<file path="config.mk">
export PLATFORM = sky130hd
export DESIGN_NAME = keypad_matrix_scanner_flat
export DESIGN_NICKNAME = d
export VERILOG_FILES = /design/src/rtl/keypad_matrix_scanner_if.sv /design/src/rtl/keypad_matrix_scanner.sv /design/src/flat_wrapper.sv
export SDC_FILE = /design/constraint.sdc
export NUM_CORES = 1
export LEC_CHECK = 0
export CAP_MARGIN = 10
export CORE_ASPECT_RATIO = 1.2
export CORE_MARGIN = 2
export CORE_UTILIZATION = 50
export DETAILED_ROUTE_END_ITERATION = 7
export GPL_ROUTABILITY_DRIVEN = 0
export PLACE_DENSITY = 0.67
export SYNTH_ARGS = -nofsm -noshare
export SYNTH_HDL_FRONTEND = slang
export SYNTH_SLANG_ARGS = --single-unit
</file>
<file path="constraint.sdc">
create_clock -name clk -period 1.97 [get_ports clk]
set_input_delay 0.4925 -clock clk [delete_from_list [all_inputs] [get_ports clk]]
set_output_delay 0.4925 -clock clk [all_outputs]
set_load 0.01 [all_outputs]
</file>
<file path="src/rtl/keypad_matrix_scanner_if.sv">
// Key-code delivery channel from the keypad scanner to its consumer:
// valid/ready code transfer plus release and drop event pulses.
interface keypad_matrix_scanner_if #(
  parameter int ROWS = 4,
  parameter int COLS = 4
);
  localparam int CW = $clog2(ROWS * COLS);

  logic [CW-1:0] key_code;
  logic          key_valid;
  logic          key_ready;
  logic          key_release;
  logic          key_drop;

  modport master (
    output key_code, key_valid, key_release, key_drop,
    input  key_ready
  );

  modport slave (
    input  key_code, key_valid, key_release, key_drop,
    output key_ready
  );
endinterface

</file>
<file path="src/rtl/keypad_matrix_scanner.sv">
// Scans a ROWS x COLS active-low push-button matrix, debounces, and emits one code per press.
// Define KEYPAD_REPEAT_EN to auto-repeat the held key every REPEAT_TICKS ticks.
module keypad_matrix_scanner #(
  parameter int ROWS         = 4,
  parameter int COLS         = 4,
  parameter int SCAN_DIV     = 4096,
  parameter int DEBOUNCE     = 4,
  parameter int REPEAT_TICKS = 256
) (
  input  logic                   clk,
  input  logic                   rst_n,
  input  logic [ROWS-1:0]        row_n,
  output logic [COLS-1:0]        col_n,
  keypad_matrix_scanner_if.master key_if
);
  localparam int CW   = $clog2(ROWS * COLS);
  localparam int RW   = $clog2(ROWS);
  localparam int CLW  = $clog2(COLS);
  localparam int DIVW = $clog2(SCAN_DIV);
  localparam int DW   = $clog2(DEBOUNCE + 1);

  if (ROWS < 2 || COLS < 2 || SCAN_DIV < 2 || DEBOUNCE < 2 || REPEAT_TICKS < 1) begin : g_param_check
    $error("keypad_matrix_scanner: unsupported parameter set");
  end

  typedef enum logic [1:0] {S_SCAN, S_DEB, S_HELD} state_e;

  logic [ROWS-1:0] sync1_q, sync2_q, rows_low, lower_mask;
  logic [DIVW-1:0] div_q, div_d;
  logic            tick;
  state_e          state_q, state_d;
  logic [CLW-1:0]  col_q, col_d, col_next;
  logic [COLS-1:0] col_n_q;
  logic [RW-1:0]   cand_q, cand_d, low_idx;
  logic [DW-1:0]   cnt_q, cnt_d, rel_q, rel_d;
  logic            any_low, cand_ok, accept, hs, rpt_hit;
  logic [CW-1:0]   code_q, code_d, cand_code;
  logic            valid_q, valid_d, release_q, release_d, drop_q, drop_d;

  assign rows_low   = ~sync2_q;
  assign any_low    = |rows_low;
  assign tick       = (div_q == DIVW'(SCAN_DIV - 1));
  assign div_d      = tick ? '0 : div_q + 1'b1;
  assign col_next   = (col_q == CLW'(COLS - 1)) ? '0 : col_q + 1'b1;
  // The candidate only qualifies while no lower-index row is also low.
  assign lower_mask = (ROWS'(1) << cand_q) - ROWS'(1);
  assign cand_ok    = rows_low[cand_q] && !(|(rows_low & lower_mask));
  assign cand_code  = CW'(col_q) * CW'(ROWS) + CW'(cand_q);

  always_comb begin
    low_idx = '0;
    for (int unsigned i = ROWS; i > 0; i--) begin
      if (rows_low[i-1]) low_idx = RW'(i - 1);
    end
  end

`ifdef KEYPAD_REPEAT_EN
  localparam int RPW = $clog2(REPEAT_TICKS + 1);
  logic [RPW-1:0] rpt_q, rpt_d, rpt_inc;

  always_comb begin
    rpt_d   = rpt_q;
    rpt_hit = 1'b0;
    rpt_inc = rpt_q + 1'b1;
    if (state_q != S_HELD) begin
      rpt_d = '0;
    end else if (tick && any_low) begin
      if (rpt_inc == RPW'(REPEAT_TICKS)) begin
        rpt_d   = '0;
        rpt_hit = 1'b1;
      end else begin
        rpt_d = rpt_inc;
      end
    end
  end

  always_ff @(posedge clk) begin
    if (!rst_n) rpt_q <= '0;
    else        rpt_q <= rpt_d;
  end
`else
  assign rpt_hit = 1'b0;
`endif

  always_comb begin
    state_d   = state_q;
    col_d     = col_q;
    cand_d    = cand_q;
    cnt_d     = cnt_q;
    rel_d     = rel_q;
    accept    = 1'b0;
    release_d = 1'b0;
    if (tick) begin
      unique case (state_q)
        S_SCAN: begin
          if (any_low) begin
            cand_d  = low_idx;
            cnt_d   = DW'(1);
            state_d = S_DEB;
          end else begin
            col_d = col_next;
          end
        end
        S_DEB: begin
          if (cand_ok) begin
            cnt_d = cnt_q + 1'b1;
            if (cnt_d == DW'(DEBOUNCE)) begin
              accept  = 1'b1;
              cnt_d   = '0;
              rel_d   = '0;
              state_d = S_HELD;
            end
          end else begin
            cnt_d   = '0;
            col_d   = col_next;
            state_d = S_SCAN;
          end
        end
        S_HELD: begin
          if (any_low) begin
            rel_d  = '0;
            accept = rpt_hit;
          end else begin
            rel_d = rel_q + 1'b1;
            if (rel_d == DW'(DEBOUNCE)) begin
              release_d = 1'b1;
              rel_d     = '0;
              col_d     = col_next;
              state_d   = S_SCAN;
            end
          end
        end
        default: state_d = S_SCAN;
      endcase
    end
  end

  // A handshake in the accept cycle frees the slot, so the new code loads instead of dropping.
  always_comb begin
    hs      = valid_q & key_if.key_ready;
    code_d  = code_q;
    valid_d = valid_q & ~hs;
    drop_d  = 1'b0;
    if (accept) begin
      if (!valid_d) begin
        code_d  = cand_code;
        valid_d = 1'b1;
      end else begin
        drop_d = 1'b1;
      end
    end
  end

  always_ff @(posedge clk) begin
    if (!rst_n) begin
      sync1_q   <= '1;
      sync2_q   <= '1;
      div_q     <= '0;
      state_q   <= S_SCAN;
      col_q     <= '0;
      col_n_q   <= '1;
      cand_q    <= '0;
      cnt_q     <= '0;
      rel_q     <= '0;
      code_q    <= '0;
      valid_q   <= 1'b0;
      release_q <= 1'b0;
      drop_q    <= 1'b0;
    end else begin
      sync1_q   <= row_n;
      sync2_q   <= sync1_q;
      div_q     <= div_d;
      state_q   <= state_d;
      col_q     <= col_d;
      col_n_q   <= ~(COLS'(1) << col_d);
      cand_q    <= cand_d;
      cnt_q     <= cnt_d;
      rel_q     <= rel_d;
      code_q    <= code_d;
      valid_q   <= valid_d;
      release_q <= release_d;
      drop_q    <= drop_d;
    end
  end

  assign col_n              = col_n_q;
  assign key_if.key_code    = code_q;
  assign key_if.key_valid   = valid_q;
  assign key_if.key_release = release_q;
  assign key_if.key_drop    = drop_q;
endmodule

</file>
<file path="src/flat_wrapper.sv">
// flat-port wrapper written by rule: the top's interface ports become plain ports
module keypad_matrix_scanner_flat 
#(
  parameter int ROWS         = 4,
  parameter int COLS         = 4,
  parameter int SCAN_DIV     = 4096,
  parameter int DEBOUNCE     = 4,
  parameter int REPEAT_TICKS = 256
)
  (clk, rst_n, row_n, col_n, key_if_key_code, key_if_key_valid, key_if_key_release, key_if_key_drop, key_if_key_ready);
  keypad_matrix_scanner_if #(.ROWS(ROWS), .COLS(COLS)) key_if_i ();
  input  logic clk;
  input  logic rst_n;
  input  logic [ROWS-1:0] row_n;
  output logic [COLS-1:0] col_n;
  output wire logic [$bits(key_if_i.key_code)-1:0] key_if_key_code;
  output wire logic [$bits(key_if_i.key_valid)-1:0] key_if_key_valid;
  output wire logic [$bits(key_if_i.key_release)-1:0] key_if_key_release;
  output wire logic [$bits(key_if_i.key_drop)-1:0] key_if_key_drop;
  input wire logic [$bits(key_if_i.key_ready)-1:0] key_if_key_ready;
  assign key_if_key_code = key_if_i.key_code;
  assign key_if_key_valid = key_if_i.key_valid;
  assign key_if_key_release = key_if_i.key_release;
  assign key_if_key_drop = key_if_i.key_drop;
  assign key_if_i.key_ready = key_if_key_ready;
  keypad_matrix_scanner #(.ROWS(ROWS), .COLS(COLS), .SCAN_DIV(SCAN_DIV), .DEBOUNCE(DEBOUNCE), .REPEAT_TICKS(REPEAT_TICKS)) u_core (.clk(clk), .rst_n(rst_n), .row_n(row_n), .col_n(col_n), .key_if(key_if_i));
endmodule
</file>
# == After elaboration in Yosys (flattened, before gate mapping) ==
# Cells that the tools add are included.
# classes
add_sub_neg,6
magnitude_cmp,1
eq_ne,12
shifts,2
n_mux,35
bitwise_logic,10
reduce_logical,15
# op_table
operator,n
$mux W2,15
$mux W3,7
$add A12 B1 Y12 const B,1
$eq A12 B12 Y1 const B,1
$pmux W2 S3,2
$pmux W3 S2,2
$mux W1,8
$ne A2 B1 Y1 const B,4
$not A4 Y4,2
$reduce_or A4 Y1,2
$shl A1 B2 Y4 const A,2
$reduce_or A7 Y1,1
$add A3 B1 Y3 const B,2
$eq A3 B3 Y1 const B,2
$reduce_and A3 Y1,2
$not A1 Y1,5
$reduce_and A5 Y1,1
$add A4 B2 Y4,1
$and A4 B4 Y4,1
$eq A2 B2 Y1 const B,2
$reduce_and A2 Y1,2
$reduce_and A4 Y1,1
$reduce_bool A2 Y1,2
$sub A4 B2 Y4 const B,1
other kinds (11),12
# totals
register_bits,43
input_bits,7
word_cells,94

# == Logic depth before layout (Yosys ltp) ==
# depth
ltp_word,11
mapped_depth,8

# == Worst setup path before layout ==
# OpenSTA, ideal clock, no wires.
# synth_timing
kind,reg2reg
start,register u_core.div_q[0]
end,register u_core.col_q[0]
arrival_ps,1727
t_required_ps,1904
slack_ps,177
path_stages_with_launch,8
n_path_buf,0
cell_sequence,dfxtp_1 -> ha_1 -> and3_4 -> and2_4 -> nand3_4 -> or3_1 -> or3_4 -> a21oi_2
# synth_via
elab_chain_cells,2
# synth_lines
item,line,rtl
from (decl),keypad_matrix_scanner.sv:29,"logic [DIVW-1:0] div_q, div_d;"
from (signal assigned),keypad_matrix_scanner.sv:172,div_q <= div_d;
$eq A12 B12 Y1,keypad_matrix_scanner.sv:42,assign tick = (div_q == DIVW'(SCAN_DIV - 1));
$mux W2,keypad_matrix_scanner.sv:93,if (tick) begin
to (signal assigned),keypad_matrix_scanner.sv:174,col_q <= col_d;
to (decl),keypad_matrix_scanner.sv:32,"logic [CLW-1:0] col_q, col_d, col_next;"
# No other way between the ends.
# A chain may end at the register's enable or synchronous reset.

# == Final worst setup path ==
# Same ends and word-level chain as after synthesis.

==> flow_summary.toml <==
[cts]
cts_hold_buf = 0
cts_tree = "built"
htreeDepth = 2
cts_max_path_buffers = 2
clkLatencyLatePin_ns = 0.30
cts_made_buffers = 5
cts-root-buf = "clkbuf_8"
cts.sinks = 43
clkTransAtPathRegs_ns = 0.08

[synthesis]
synth-seq-cells = 43
synth_cell_types = 46
synthArstFlopShare_pct = 0
yosysMostFrequentCell = "dfxtp_1"
yosysSeqAreaShare_pct = 44.1
yosys-top-cells-count = "43 x dfxtp_1, 20 x nand2_1, 17 x nor2_1, 11 x a21oi_1"
yosys.area.top_type = "dfxtp_1"
synth-xor-area-share_pct = 4.04
syn_inst = 209
synthSimpleGateAreaFrac_pct = 26.2
synthesis.nets = 226
synthTopCellsByArea = "dfxtp_1 44%, ha_1 6.4%, nand2_1 3.8%, nor2_1 3.3%, nand2b_1 3.2%"
syn-cell-area_mm2 = 0.00195
synth_mux_area_share_pct = 2.57
yosysTopAreaCellShare_pct = 44.1
synth_compound_area_share_pct = 14.1
yosysWarnings = 0
synth-main-ff-cell = "dfxtp_1"
synthAdderAreaFrac_pct = 6.41
syn_avg_cell_area_um2 = 9.33
synth_edf_count = 0
synth_top_family_by_area = "simple AND/OR/NAND/NOR gates"

[setup_path]
cp-end-kind = "flip-flop"
crit_type = "reg -> reg"
worstReg2RegStart = "u_core.div_q[0]"
cp.arrival_ns = 2.13
cp-start-kind = "flip-flop"
required_ns = 2.21
worstSetupStartpoint = "u_core.div_q[0]"
path_max_fanout = 4

[place]
dp_hpwl_um = 2950
io_buffers = 17
dp_cells = 280
dpl_worst_slack_ns = 0.0514

[global_route]
gr-usage-all-layers_pct = 19.8
grt_pass1_vias = 1565
antenna_found_initial = 0
grt_max_degree = 15
grt_overflow_total = 0
grt_pass1_wl_um = 6580

[floorplanning]
start_util_pct = 52.8
die_h_um = 72.4
die_x_um = 61.0
core_area_mm2 = 0.00369
ios = 18
num_rows = 24
die-area_mm2 = 0.00442

[finish]
drive_gt1_share_pct = 16.5
area_growth_pct = 20.3
final_cells = 289
antenna_cells = 0
nNetsFinal = 254

[power]
p_leak_nw = 0.877
ir_drop_mv = 0.558
power_w = 0.00163
powerDensity_mw_per_mm2 = 693

[sta]
worstMarginPinSlew_ns = 0.349
final_hold_viol_count = 0
fin_crit_ns = 1.89
drv_slew = 0
fin_crit_sh_pct = 95.8
clock.fmax_mhz = 530
setup_violations = 0
clock_skew_ns = 0.00707
setup_ws_ns = 0.0822
max_slew_margin_pct = 76.5
holdWs_ns = 0.413

[status]
status = "complete, no violations"

[drt]
drt-wirelength-per-cell_um = 13.6
drt_iter0_drc = 52
ant_nets = 0
vias = 1576
routed_wl_um = 3920
viasPerCell = 5.45
dr.pass1.iters = 4
drc_errors = 0

[flow_run]
max_cap_violations = 0

[hold_path]
min_path_type = "reg -> reg"
min_from = "u_core.sync1_q[2]"
sequential cells by signal, indices dropped and copies added (netlist names):
signal                     cells
u_core.div_q                  12
u_core.col_n                   4
u_core.key_if.key_code         4
u_core.sync1_q                 4
u_core.sync2_q                 4
u_core.cnt_q                   3
u_core.rel_q                   3
u_core.cand_q                  2
u_core.col_q                   2
u_core.state_q                 2
u_core.key_if.key_drop         1
u_core.key_if.key_release      1
u_core.key_if.key_valid        1
per-layer routing:
metal  GRT usage, %  vias to the layer above  part of all wire, %
met2           35.6                       31                   51
li1               -                      793                    -
met4           7.97                        0                  2.3
met1           22.0                      742                   43
met3           4.28                       10                  3.1
met5              0                        -                    0
stage by stage:
stage                     util, %  instance area, um2  TNS [ns]
after CTS                    62.7                2310         0
after global routing         63.5                2350  -0.00121
after detailed placement     59.8                2210         0
final                        63.5                2350         0
after global placement       59.8                2210         0
after floorplan                 -                1950         0
layout by cell type (no fill, tap or decap), types with 3 or more instances in the layout:
cell             count
dfxtp_1             41
clkdlybuf4s50_1     17
nor2b_1              3
xnor2_1              3
ha_1                 9
buf_4                8
nand4b_1             3
nand2_1             20
inv_1                7
o21ai_0              9
mux2i_1              5
nand3_1              8
o211ai_1             3
xor2_1               6
and4_2               4
or3_1                3
a21oi_2              3
nand2b_1            10
nand4_1              3
a21oi_1             11
clkbuf_8             5
nor2_1              17
layout make-up:
class | count | area (um2)
fill | 327 | 1350
multi-input combinational | 155 | 1050
sequential | 43 | 863
timing repair buffer | 25 | 230
clock buffer | 5 | 68.8
tap | 52 | 65.1
clock inverter | 2 | 37.5
inverter | 7 | 26.3
kinds of logic after synthesis:
kind of cell	after synthesis
AOI/OAI and AO/OA	42
xor gates and xnor gates	9
adders and majority gates	10
buffers and inverters	11
DFF	43
muxes	5
and+or+nand+nor	89
what timing repair did:
action                     in CTS  in global routing
gates resized for setup         0                  7
setup endpoints to repair       0                  9
setup buffers                   0                  2
path summary, 6_finish.rpt:
path                                     endpoint  slack, ns  cells past startpoint
worst max-delay path              u_core.col_q[0]       0.08                      7
worst min-delay path            u_core.sync2_q[2]       0.41                      1
worst max register to register    u_core.col_q[0]       0.08                      7
worst min register to register  u_core.sync2_q[2]       0.41                      1
power by group:
part	switching, W	internal [W]	leakage, nW
clock	0.000287	0.000370	0.0502
combinational	0.0000378	0.0000374	0.477
sequential	0.0000104	0.000883	0.350
critical path: stages, from the launching register on:
cell and delay (ns):
dfxtp_2 0.36, ha_2 0.19, and3_4 0.22, and2_4 0.17, nand3_4 0.08, or3_4 0.34, or3_4 0.35, a21oi_2 0.13
(Power assumes the default switching activity.)
